**src/rtl/imm_pack_encoder_if.sv**
```systemverilog
// rtl/imm_pack_encoder_if.sv - request/result handshake bundle for imm_pack_encoder
interface imm_pack_encoder_if;
  logic        in_valid;
  logic        in_ready;
  logic [2:0]  in_ctrl;
  logic [31:0] in_imm;
  logic [24:0] in_base;
  logic        out_valid;
  logic        out_ready;
  logic [24:0] out_inst;
  logic        out_err;
  logic [2:0]  out_ctrl;

  modport master (
    output in_valid, in_ctrl, in_imm, in_base, out_ready,
    input  in_ready, out_valid, out_inst, out_err, out_ctrl
  );

  modport slave (
    input  in_valid, in_ctrl, in_imm, in_base, out_ready,
    output in_ready, out_valid, out_inst, out_err, out_ctrl
  );
endinterface

```
**src/rtl/imm_pack_encoder.sv**
```systemverilog
// rtl/imm_pack_encoder.sv - RV32I immediate range-check and scatter into inst[31:7], 2-stage pipe
module imm_pack_encoder #(
  parameter int CNT_W = 16
) (
  input  logic              clk,
  input  logic              rst_n,
  imm_pack_encoder_if.slave bus,
  input  logic              cnt_clr,
  output logic [CNT_W-1:0]  cnt_ok,
  output logic [CNT_W-1:0]  cnt_err
);

  localparam logic [2:0] FMT_I  = 3'd0;
  localparam logic [2:0] FMT_IU = 3'd1;
  localparam logic [2:0] FMT_SH = 3'd2;
  localparam logic [2:0] FMT_S  = 3'd3;
  localparam logic [2:0] FMT_B  = 3'd4;
  localparam logic [2:0] FMT_U  = 3'd5;
  localparam logic [2:0] FMT_J  = 3'd6;

  logic        s1_v_q, s1_legal_q;
  logic [2:0]  s1_ctrl_q;
  logic [20:0] s1_imm_q;
  logic [24:0] s1_base_q;
  logic        s2_v_q, s2_err_q;
  logic [2:0]  s2_ctrl_q;
  logic [24:0] s2_inst_q;
  logic [CNT_W-1:0] cnt_ok_q, cnt_ok_d, cnt_err_q, cnt_err_d;

  logic        s1_adv, s2_adv, out_hs;
  logic        legal_d;
  logic [24:0] mask, field, s2_inst_d;
  logic [31:0] imm;

  assign s2_adv = ~s2_v_q | bus.out_ready;
  assign s1_adv = ~s1_v_q | s2_adv;
  assign out_hs = s2_v_q & bus.out_ready;
  assign imm    = bus.in_imm;

  // Legality: the bits above the encodable range must be a pure sign extension.
  always_comb begin
    legal_d = 1'b0;
    case (bus.in_ctrl)
      FMT_I, FMT_S: legal_d = (&imm[31:11]) | ~(|imm[31:11]);
      FMT_IU:       legal_d = ~(|imm[31:12]);
      FMT_SH:       legal_d = (&imm[31:4]) | ~(|imm[31:4]);
      FMT_B:        legal_d = ~imm[0] & ((&imm[31:12]) | ~(|imm[31:12]));
      FMT_U:        legal_d = (&imm[31:19]) | ~(|imm[31:19]);
      FMT_J:        legal_d = ~imm[0] & ((&imm[31:20]) | ~(|imm[31:20]));
      default:      legal_d = 1'b0;
    endcase
  end

  always_comb begin
    mask  = '0;
    field = '0;
    case (s1_ctrl_q)
      FMT_I, FMT_IU: begin
        mask         = 25'h1FFE000;
        field[24:13] = s1_imm_q[11:0];
      end
      FMT_SH: begin
        mask         = 25'h003E000;
        field[17:13] = s1_imm_q[4:0];
      end
      FMT_S: begin
        mask         = 25'h1FC001F;
        field[24:18] = s1_imm_q[11:5];
        field[4:0]   = s1_imm_q[4:0];
      end
      FMT_B: begin
        mask         = 25'h1FC001F;
        field[24]    = s1_imm_q[12];
        field[23:18] = s1_imm_q[10:5];
        field[4:1]   = s1_imm_q[4:1];
        field[0]     = s1_imm_q[11];
      end
      FMT_U: begin
        mask         = 25'h1FFFFE0;
        field[24:5]  = s1_imm_q[19:0];
      end
      FMT_J: begin
        mask         = 25'h1FFFFE0;
        field[24]    = s1_imm_q[20];
        field[23:14] = s1_imm_q[10:1];
        field[13]    = s1_imm_q[11];
        field[12:5]  = s1_imm_q[19:12];
      end
      default: begin
        mask  = '0;
        field = '0;
      end
    endcase
    s2_inst_d = (s1_base_q & ~mask) | field;
  end

  always_ff @(posedge clk or negedge rst_n) begin
    if (!rst_n) begin
      s1_v_q     <= 1'b0;
      s1_legal_q <= 1'b0;
      s1_ctrl_q  <= '0;
      s1_imm_q   <= '0;
      s1_base_q  <= '0;
    end else if (s1_adv) begin
      s1_v_q <= bus.in_valid;
      if (bus.in_valid) begin
        s1_legal_q <= legal_d;
        s1_ctrl_q  <= bus.in_ctrl;
        s1_imm_q   <= bus.in_imm[20:0];
        s1_base_q  <= bus.in_base;
      end
    end
  end

  always_ff @(posedge clk or negedge rst_n) begin
    if (!rst_n) begin
      s2_v_q    <= 1'b0;
      s2_err_q  <= 1'b0;
      s2_ctrl_q <= '0;
      s2_inst_q <= '0;
    end else if (s2_adv) begin
      s2_v_q <= s1_v_q;
      if (s1_v_q) begin
        s2_err_q  <= ~s1_legal_q;
        s2_ctrl_q <= s1_ctrl_q;
        s2_inst_q <= s2_inst_d;
      end
    end
  end

  // Clear wins over a same-cycle delivery; counts stick at all-ones.
  always_comb begin
    cnt_ok_d  = cnt_ok_q;
    cnt_err_d = cnt_err_q;
    if (cnt_clr) begin
      cnt_ok_d  = '0;
      cnt_err_d = '0;
    end else if (out_hs) begin
      if (s2_err_q) begin
        if (~&cnt_err_q) cnt_err_d = cnt_err_q + CNT_W'(1);
      end else begin
        if (~&cnt_ok_q) cnt_ok_d = cnt_ok_q + CNT_W'(1);
      end
    end
  end

  always_ff @(posedge clk or negedge rst_n) begin
    if (!rst_n) begin
      cnt_ok_q  <= '0;
      cnt_err_q <= '0;
    end else begin
      cnt_ok_q  <= cnt_ok_d;
      cnt_err_q <= cnt_err_d;
    end
  end

  assign bus.in_ready  = s1_adv;
  assign bus.out_valid = s2_v_q;
  assign bus.out_inst  = s2_inst_q;
  assign bus.out_err   = s2_err_q;
  assign bus.out_ctrl  = s2_ctrl_q;
  assign cnt_ok        = cnt_ok_q;
  assign cnt_err       = cnt_err_q;

endmodule

```
**src/flat_wrapper.sv**
```systemverilog
// flat-port wrapper written by rule: the top's interface ports become plain ports
module imm_pack_encoder_flat 
#(
  parameter int CNT_W = 16
)
  (clk, rst_n, cnt_clr, cnt_ok, cnt_err, bus_in_valid, bus_in_ctrl, bus_in_imm, bus_in_base, bus_out_ready, bus_in_ready, bus_out_valid, bus_out_inst, bus_out_err, bus_out_ctrl);
  imm_pack_encoder_if bus_i ();
  input  logic clk;
  input  logic rst_n;
  input  logic cnt_clr;
  output logic [CNT_W-1:0] cnt_ok;
  output logic [CNT_W-1:0] cnt_err;
  input wire logic [$bits(bus_i.in_valid)-1:0] bus_in_valid;
  input wire logic [$bits(bus_i.in_ctrl)-1:0] bus_in_ctrl;
  input wire logic [$bits(bus_i.in_imm)-1:0] bus_in_imm;
  input wire logic [$bits(bus_i.in_base)-1:0] bus_in_base;
  input wire logic [$bits(bus_i.out_ready)-1:0] bus_out_ready;
  output wire logic [$bits(bus_i.in_ready)-1:0] bus_in_ready;
  output wire logic [$bits(bus_i.out_valid)-1:0] bus_out_valid;
  output wire logic [$bits(bus_i.out_inst)-1:0] bus_out_inst;
  output wire logic [$bits(bus_i.out_err)-1:0] bus_out_err;
  output wire logic [$bits(bus_i.out_ctrl)-1:0] bus_out_ctrl;
  assign bus_i.in_valid = bus_in_valid;
  assign bus_i.in_ctrl = bus_in_ctrl;
  assign bus_i.in_imm = bus_in_imm;
  assign bus_i.in_base = bus_in_base;
  assign bus_i.out_ready = bus_out_ready;
  assign bus_in_ready = bus_i.in_ready;
  assign bus_out_valid = bus_i.out_valid;
  assign bus_out_inst = bus_i.out_inst;
  assign bus_out_err = bus_i.out_err;
  assign bus_out_ctrl = bus_i.out_ctrl;
  imm_pack_encoder #(.CNT_W(CNT_W)) u_core (.clk(clk), .rst_n(rst_n), .bus(bus_i), .cnt_clr(cnt_clr), .cnt_ok(cnt_ok), .cnt_err(cnt_err));
endmodule
```
**config.mk**
```make
export PLATFORM = sky130hd
export DESIGN_NAME = imm_pack_encoder_flat
export DESIGN_NICKNAME = d
export VERILOG_FILES = /design/src/rtl/imm_pack_encoder_if.sv /design/src/rtl/imm_pack_encoder.sv /design/src/flat_wrapper.sv
export SDC_FILE = /design/constraint.sdc
export NUM_CORES = 1
export LEC_CHECK = 0
export BUFFER_PORTS_ARGS = -buffer_cell sky130_fd_sc_hd__buf_2
export CELL_PAD_IN_SITES_DETAIL_PLACEMENT = 1
export CELL_PAD_IN_SITES_GLOBAL_PLACEMENT = 1
export CORE_UTILIZATION = 38
export CTS_BUF_LIST = sky130_fd_sc_hd__clkbuf_8
export DETAILED_ROUTE_END_ITERATION = 12
export PLACE_DENSITY_LB_ADDON = 0.1
export SYNTH_ARGS = -nofsm -noshare
export SYNTH_HDL_FRONTEND = slang
export SYNTH_SLANG_ARGS = --single-unit
```
**constraint.sdc**
```tcl
create_clock -name clk -period 2 [get_ports clk]
set_clock_uncertainty 0.15 [all_clocks]
set_input_delay 0.2 -clock clk [delete_from_list [all_inputs] [get_ports clk]]
set_output_delay 0.2 -clock clk [all_outputs]
set_load 0.03 [all_outputs]
```
==> results of run 1 <==
-- layout by cell type, fill, tap and decap left out, drive strengths merged, types with 7 or more instances in the layout --
master / synthesis / routed
nor3: 11 / 11
o22ai: 7 / 7
dfrtp: 113 / 113
clkbuf: 30 / 19
nand4: 18 / 18
nand3: 17 / 17
xor2: 24 / 24
nand2: 142 / 142
o21ai: 50 / 50
o221ai: 7 / 7
buf: 5 / 155
and3: 8 / 8
a21oi: 20 / 20
dlygate4sd3: 0 / 52
mux2i: 14 / 14
mux2: 11 / 11
inv: 14 / 16
a31oi: 14 / 14
nor2: 76 / 76
-- layout make-up --
type                       count  area, um2  area share, %
clock buffer                  19        262           3.38
multi-input combinational    473       2730           35.3
sequential                   113       2830           36.6
timing repair buffer         207       1410           18.2
clock inverter                13        215           2.78
inverter                      15       56.3          0.728
tap                          184        230           2.98
-- through the flow --
stage | instance area [um2] | utilization (%) | instances | setup TNS, ns
6_report | 7730 | 53.2 | 1024 | 0
5_1_grt | 7730 | 53.2 | 1024 | -0.177
4_1_cts | 7620 | 52.4 | 1020 | 0
3_5_place_dp | 6600 | 45.4 | 936 | -0.0117
3_3_place_gp | 6600 | 45.4 | 936 | 0
2_1_floorplan | 5650 | - | 636 | 0
-- metal layers --
layer | vias up | part of all wire, % | GRT usage [%] | wire length (um)
li1 | 2578 | - | - | -
met1 | 2690 | 43 | 28.8 | 7590
met2 | 99 | 51 | 40.6 | 8900
met3 | 18 | 4.3 | 5.77 | 747
met4 | 0 | 1.3 | 7.23 | 227
met5 | - | 0 | 0 | 0
-- what timing repair did --
| item | 4_1_cts | 5_1_grt |
|---|---|---|
| setup endpoints to repair | 2 | 22 |
| hold buffers | 52 | 0 |
| hold endpoints to repair | 165 | 0 |
| setup buffers | 0 | 4 |
| pin swaps | 0 | 4 |
| gates resized for setup | 3 | 14 |
-- critical path: stages --
cell and delay (ns):
dlygate4sd3_1 0.54, buf_2 0.16, or4_4 0.43, nor2_4 0.15
nand3b_1 0.14, a2111oi_4 0.31, nor4_1 0.11, o32ai_2 0.12
-- Yosys cell counts, types with 3 or more instances --
cell type  instances
a211oi_1           6
a21oi_1           20
a31oi_1           14
and3_1             7
clkbuf_1          30
dfrtp_1          113
inv_1             14
mux2_2            11
mux2i_1           14
nand2_1          140
nand2b_1           5
nand3_1           17
nand3b_1           3
nand4_1           18
nor2_1            75
nor2b_1            5
nor3_1            10
nor4_1             4
o21ai_0           42
o21ai_1            8
o221ai_1           7
o22ai_1            7
o31ai_1            6
xnor2_1            4
xor2_1            24
-- registers in the layout, summed over array words and instances (netlist names), 3 cells and up --
register and cells:
u_core.bus.out_ctrl 3, u_core.cnt_ok 16, u_core.s1_base_q 25, u_core.cnt_err 16
u_core.s1_imm_q 21, u_core.bus.out_inst 25, u_core.s1_ctrl_q 3
-- worst min-delay path by stage --
| stage | from | endpoint | slack (ns) |
|---|---|---|---|
| finish | rst_n | u_core.cnt_ok[10] | 0.09 |
| global route | rst_n | u_core.cnt_ok[10] | 0.12 |
| CTS | rst_n | u_core.cnt_ok[10] | 0.08 |
| detailed placement | rst_n | u_core.cnt_ok[10] | 0.03 |
| global placement | rst_n | u_core.cnt_ok[10] | 0.04 |
| floorplan | rst_n | u_core.bus.out_ctrl[0] | -0.25 |
-- cells by family after synthesis --
family | synth area share, %
AO/OA/AOI/OAI | 13.5
XOR/XNOR | 4.35
adder cells (fa/ha/maj) | 0.443
buffers and inverters | 3.50
flip-flops | 50.1
multiplexers | 4.68
AND/OR/NAND/NOR | 23.4
-- report_power, final --
part / internal (mW) / switching [mW]
Clock: 1.66 / 0.951
Sequential: 2.60 / 0.247
Combinational: 0.640 / 1.14
==> impl_metrics.tcl, run 1 <==
set metrics [dict create \
    status "complete, no violations" \
    io_buffer_count 127 \
    antenna_cells 0 \
    hold_viol 0 \
    ff2ff_setup_slack_ns 0.04 \
    period_needed_ns 1.97 \
    setup_violations 0 \
    cts_root_buffer "clkbuf_8" \
    clk_latency_ns 0.44 \
    syn_avg_cell_area_um2 8.87 \
    synth_area_leaders "dfrtp_1 50%, nand2_1 9.3%, nor2_1 5.0%" \
    place.gp.congestion 0.851 \
    yosys_most_used_dff "dfrtp_1" \
    synth_cell_types 49 \
    period_share_pct 98.7 \
    drv_cap 0 \
    grt_pass1_vias 5393 \
    die_area_mm2 0.0153 \
    r2r-start "u_core.cnt_ok[1]" \
    drtIter0Drc 279 \
    drt-pass1-iter-count 4 \
    overflow 0 \
    critPathLaunchType "primary input" \
    total_power_mw 7.23 \
    crit_start "bus_in_imm[19]" \
    vias 5385 \
    yosys.area.top_type_share_pct 50.1 \
    fmaxAchievable_ghz 0.507 \
    dp_hpwl_mm 12.1 \
    holdWs_ns 0.0909 \
    worst_pin_slew_ns 0.611 \
    syn_inst 636 \
    hold_class "primary input to asynchronous set/reset pin" \
    fin_nets 894 \
    leakagePower_nw 3.67 \
    area_growth_syn_to_layout_pct 37.0 \
    grt_first_pass_wirelength_mm 27.1 \
    htree_levels 4 \
    critPathRequiredTime_ns 2.20 \
    wl_mm 17.5 \
    cts_sinks 113 \
    postRouteAntennaNets 0 \
    layout-drive-gt1-share_pct 26.5 \
    drc_errors 0 \
    antenna_found_initial 0 \
    cp-endpoint "u_core.s1_legal_q" \
    synth_edf_count 0 \
    grt_max_degree 52 \
    yosysTopAreaCell "dfrtp_1" \
    cts_tree "yes" \
    worstSetupPathType "primary input to flop" \
    start_util_pct 38.8 \
    ir_worst_vdd_uv 565 \
    path_clk_slew_ns 0.07 \
    synthesis.area_mm2 0.00564 \
    die_width_um 124 \
    synth_nets 703 \
    end_kind "flop" \
    core_mm2 0.0145 \
    power_density_mw_per_mm2 935 \
    die_h_um 124 \
    wl_per_cell_um 17.1 \
    cts_buffers 17 \
    fill_cells 1708 \
    cp.arrival_ns 2.18 \
    std_cell_rows 44 \
    grt_usage_pct 23.5 \
    ios 128 \
    clockBufferDepth 2 \
    path_max_fanout 4 \
    final_max_slew_viol_count 0 \
    timing.rr.end "u_core.cnt_ok[13]" \
    ys_seq_area_share_pct 50.1 \
    ys_seq_elements 113 \
    dpl_worst_slack_ns -0.0106 \
    rsz0062_at_grt "yes" \
    ys_warn_count 0 \
    synth-async-reset-ratio_pct 100 \
    avgViaCountPerCell 5.26 \
    max_slew_margin_pct 59.3 \
    rr_worst_depth 8 \
    setup_slack_ns 0.0264 \
]
Note: power is estimated with default switching activity, not from simulation.
==> run 2: changes to the inputs <==
Settings changed: CORE_ASPECT_RATIO set to 0.5.
==> impl_metrics.tcl, run 2 (synthesis gave the netlist of run 1 again) <==
set metrics [dict create \
    status "finished, violations left" \
    start_util_pct 39.0 \
    finalSetupTns_ns -0.0574 \
    rsz0062_at_grt "yes" \
    drt-pass1-iter-count 8 \
    drc_errors 2 \
    wl_per_cell_um 16.7 \
    period_needed_ns 2.06 \
    overflow 0 \
    htree_levels 4 \
    worst_pin_slew_ns 0.603 \
    end_kind "flop" \
    drtIter0Drc 291 \
    fin_nets 903 \
    violations "DRC, setup timing" \
    power_density_mw_per_mm2 889 \
    critPathRequiredTime_ns 2.18 \
    mostFrequentLayoutCell "nand2_1" \
    wl_mm 17.5 \
    crit_start "bus_in_imm[14]" \
    critPathLaunchType "primary input" \
    grt_first_pass_wirelength_mm 27.7 \
    die_area_mm2 0.0154 \
    dp_hpwl_mm 12.2 \
    worstSetupPathType "primary input to flop" \
    grt_pass1_vias 5314 \
    drv_cap 0 \
    layout_common_cells "138 x nand2_1, 126 x buf_2, 109 x dfrtp_1" \
    leakagePower_nw 3.67 \
    hold_class "primary input to flop" \
    r2r-start "u_core.cnt_ok[1]" \
    min-delay-start "cnt_clr" \
    postRouteAntennaNets 0 \
    path_max_fanout 3 \
    io_buffer_count 127 \
    max_slew_margin_pct 59.8 \
    final_max_slew_viol_count 0 \
    avgViaCountPerCell 5.17 \
    cts_sinks 113 \
    std_cell_rows 31 \
    ir_worst_vdd_uv 450 \
    grt_max_degree 39 \
    placed_cells 961 \
    vias 5406 \
    clk_latency_ns 0.44 \
    area_growth_syn_to_layout_pct 36.8 \
    hold_viol 0 \
    antenna_found_initial 1 \
    core_mm2 0.0145 \
    die_width_um 174 \
    layout-drive-gt1-share_pct 27.1 \
    clockBufferDepth 2 \
    ios 128 \
    period_share_pct 103 \
    antenna_cells 0 \
    cts_buffers 17 \
    cts_root_buffer "clkbuf_8" \
    setup_slack_ns -0.0574 \
    layoutNonFillerInstCount 1046 \
    place.gp.congestion 0.803 \
    cts_tree "yes" \
    grt_usage_pct 23.4 \
    fmaxAchievable_ghz 0.486 \
    cp.arrival_ns 2.24 \
    setup_violations 1 \
    path_clk_slew_ns 0.08 \
    die_h_um 88.2 \
]
[run 2: cell types whose count changed in the layout (fill, tap and decap cells not counted), sizes merged]
cell / delta
bufinv: -3
buf: +9
clkinvlp: +2
[run 2: worst max-delay path, cell delays in order]
cell           delay [ns]
dlygate4sd3_1        0.54
buf_2                0.15
or4_4                0.52
nor2_4               0.12
nand3b_1             0.13
a2111oi_4            0.32
nor4_1               0.11
o32ai_1              0.13
[run 2: power breakdown]
group / leakage [nW] / internal (mW) / switching, mW / total [mW]
combinational: 2.04 / 0.642 / 1.14 / 1.78
sequential: 1.43 / 2.60 / 0.242 / 2.84
clock: 0.206 / 1.28 / 0.965 / 2.24
total: 3.67 / 4.52 / 2.34 / 6.86
[run 2: area by class of cell]
cell class | instances | area, um2
clock inverter | 12 | 144
tap | 198 | 248
inverter | 15 | 56.3
sequential | 113 | 2830
clock buffer | 19 | 262
timing repair buffer | 216 | 1460
multi-input combinational | 473 | 2710
fill | 1742 | 6750
[run 2: repair_timing]
item / CTS / global route
setup endpoints to repair: 0 / 17
resized for setup: 0 / 15
endpoints found under the hold margin: 150 / 0
hold buffers: 52 / 0
setup buffers: 0 / 2
[run 2: path summary, 6_finish.rpt]
path | end | slack (ns) | depth (start not counted)
worst max-delay path | u_core.s1_legal_q | -0.06 | 8
worst min-delay path | u_core.cnt_err[4] | 0.11 | 2
worst max register to register | u_core.cnt_ok[13] | 0.07 | 8
worst min register to register | u_core.s1_base_q[1] | 0.33 | 2
max in group asynchronous | u_core.cnt_err[0] | 0.98 | 3
min in group asynchronous | u_core.cnt_ok[5] | 0.12 | 2
[run 2: metrics by stage]
step | total power [mW] | instance area [um2] | utilization (%) | worst slack [ns] | hold slack, ns
finish | 6.86 | 7720 | 53.3 | -0.0574 | 0.112
global route | 7.22 | 7720 | 53.3 | -0.0912 | 0.127
CTS | 6.92 | 7610 | 52.6 | 0.0152 | 0.0966
detailed placement | 4.57 | 6690 | 46.2 | 0.0541 | 0.0516
global placement | 4.53 | 6690 | 46.2 | 0.0842 | 0.0518
floorplan | 3.89 | 5650 | - | 0.00126 | -0.246
[run 2: per-layer routing]
metal	global-route usage, %	vias up	part of all wire (%)
met3	3.43	14	3.8
met5	0	-	0
met2	37.7	109	46
li1	-	2600	-
met1	32.8	2683	49
met4	7.34	0	0.78
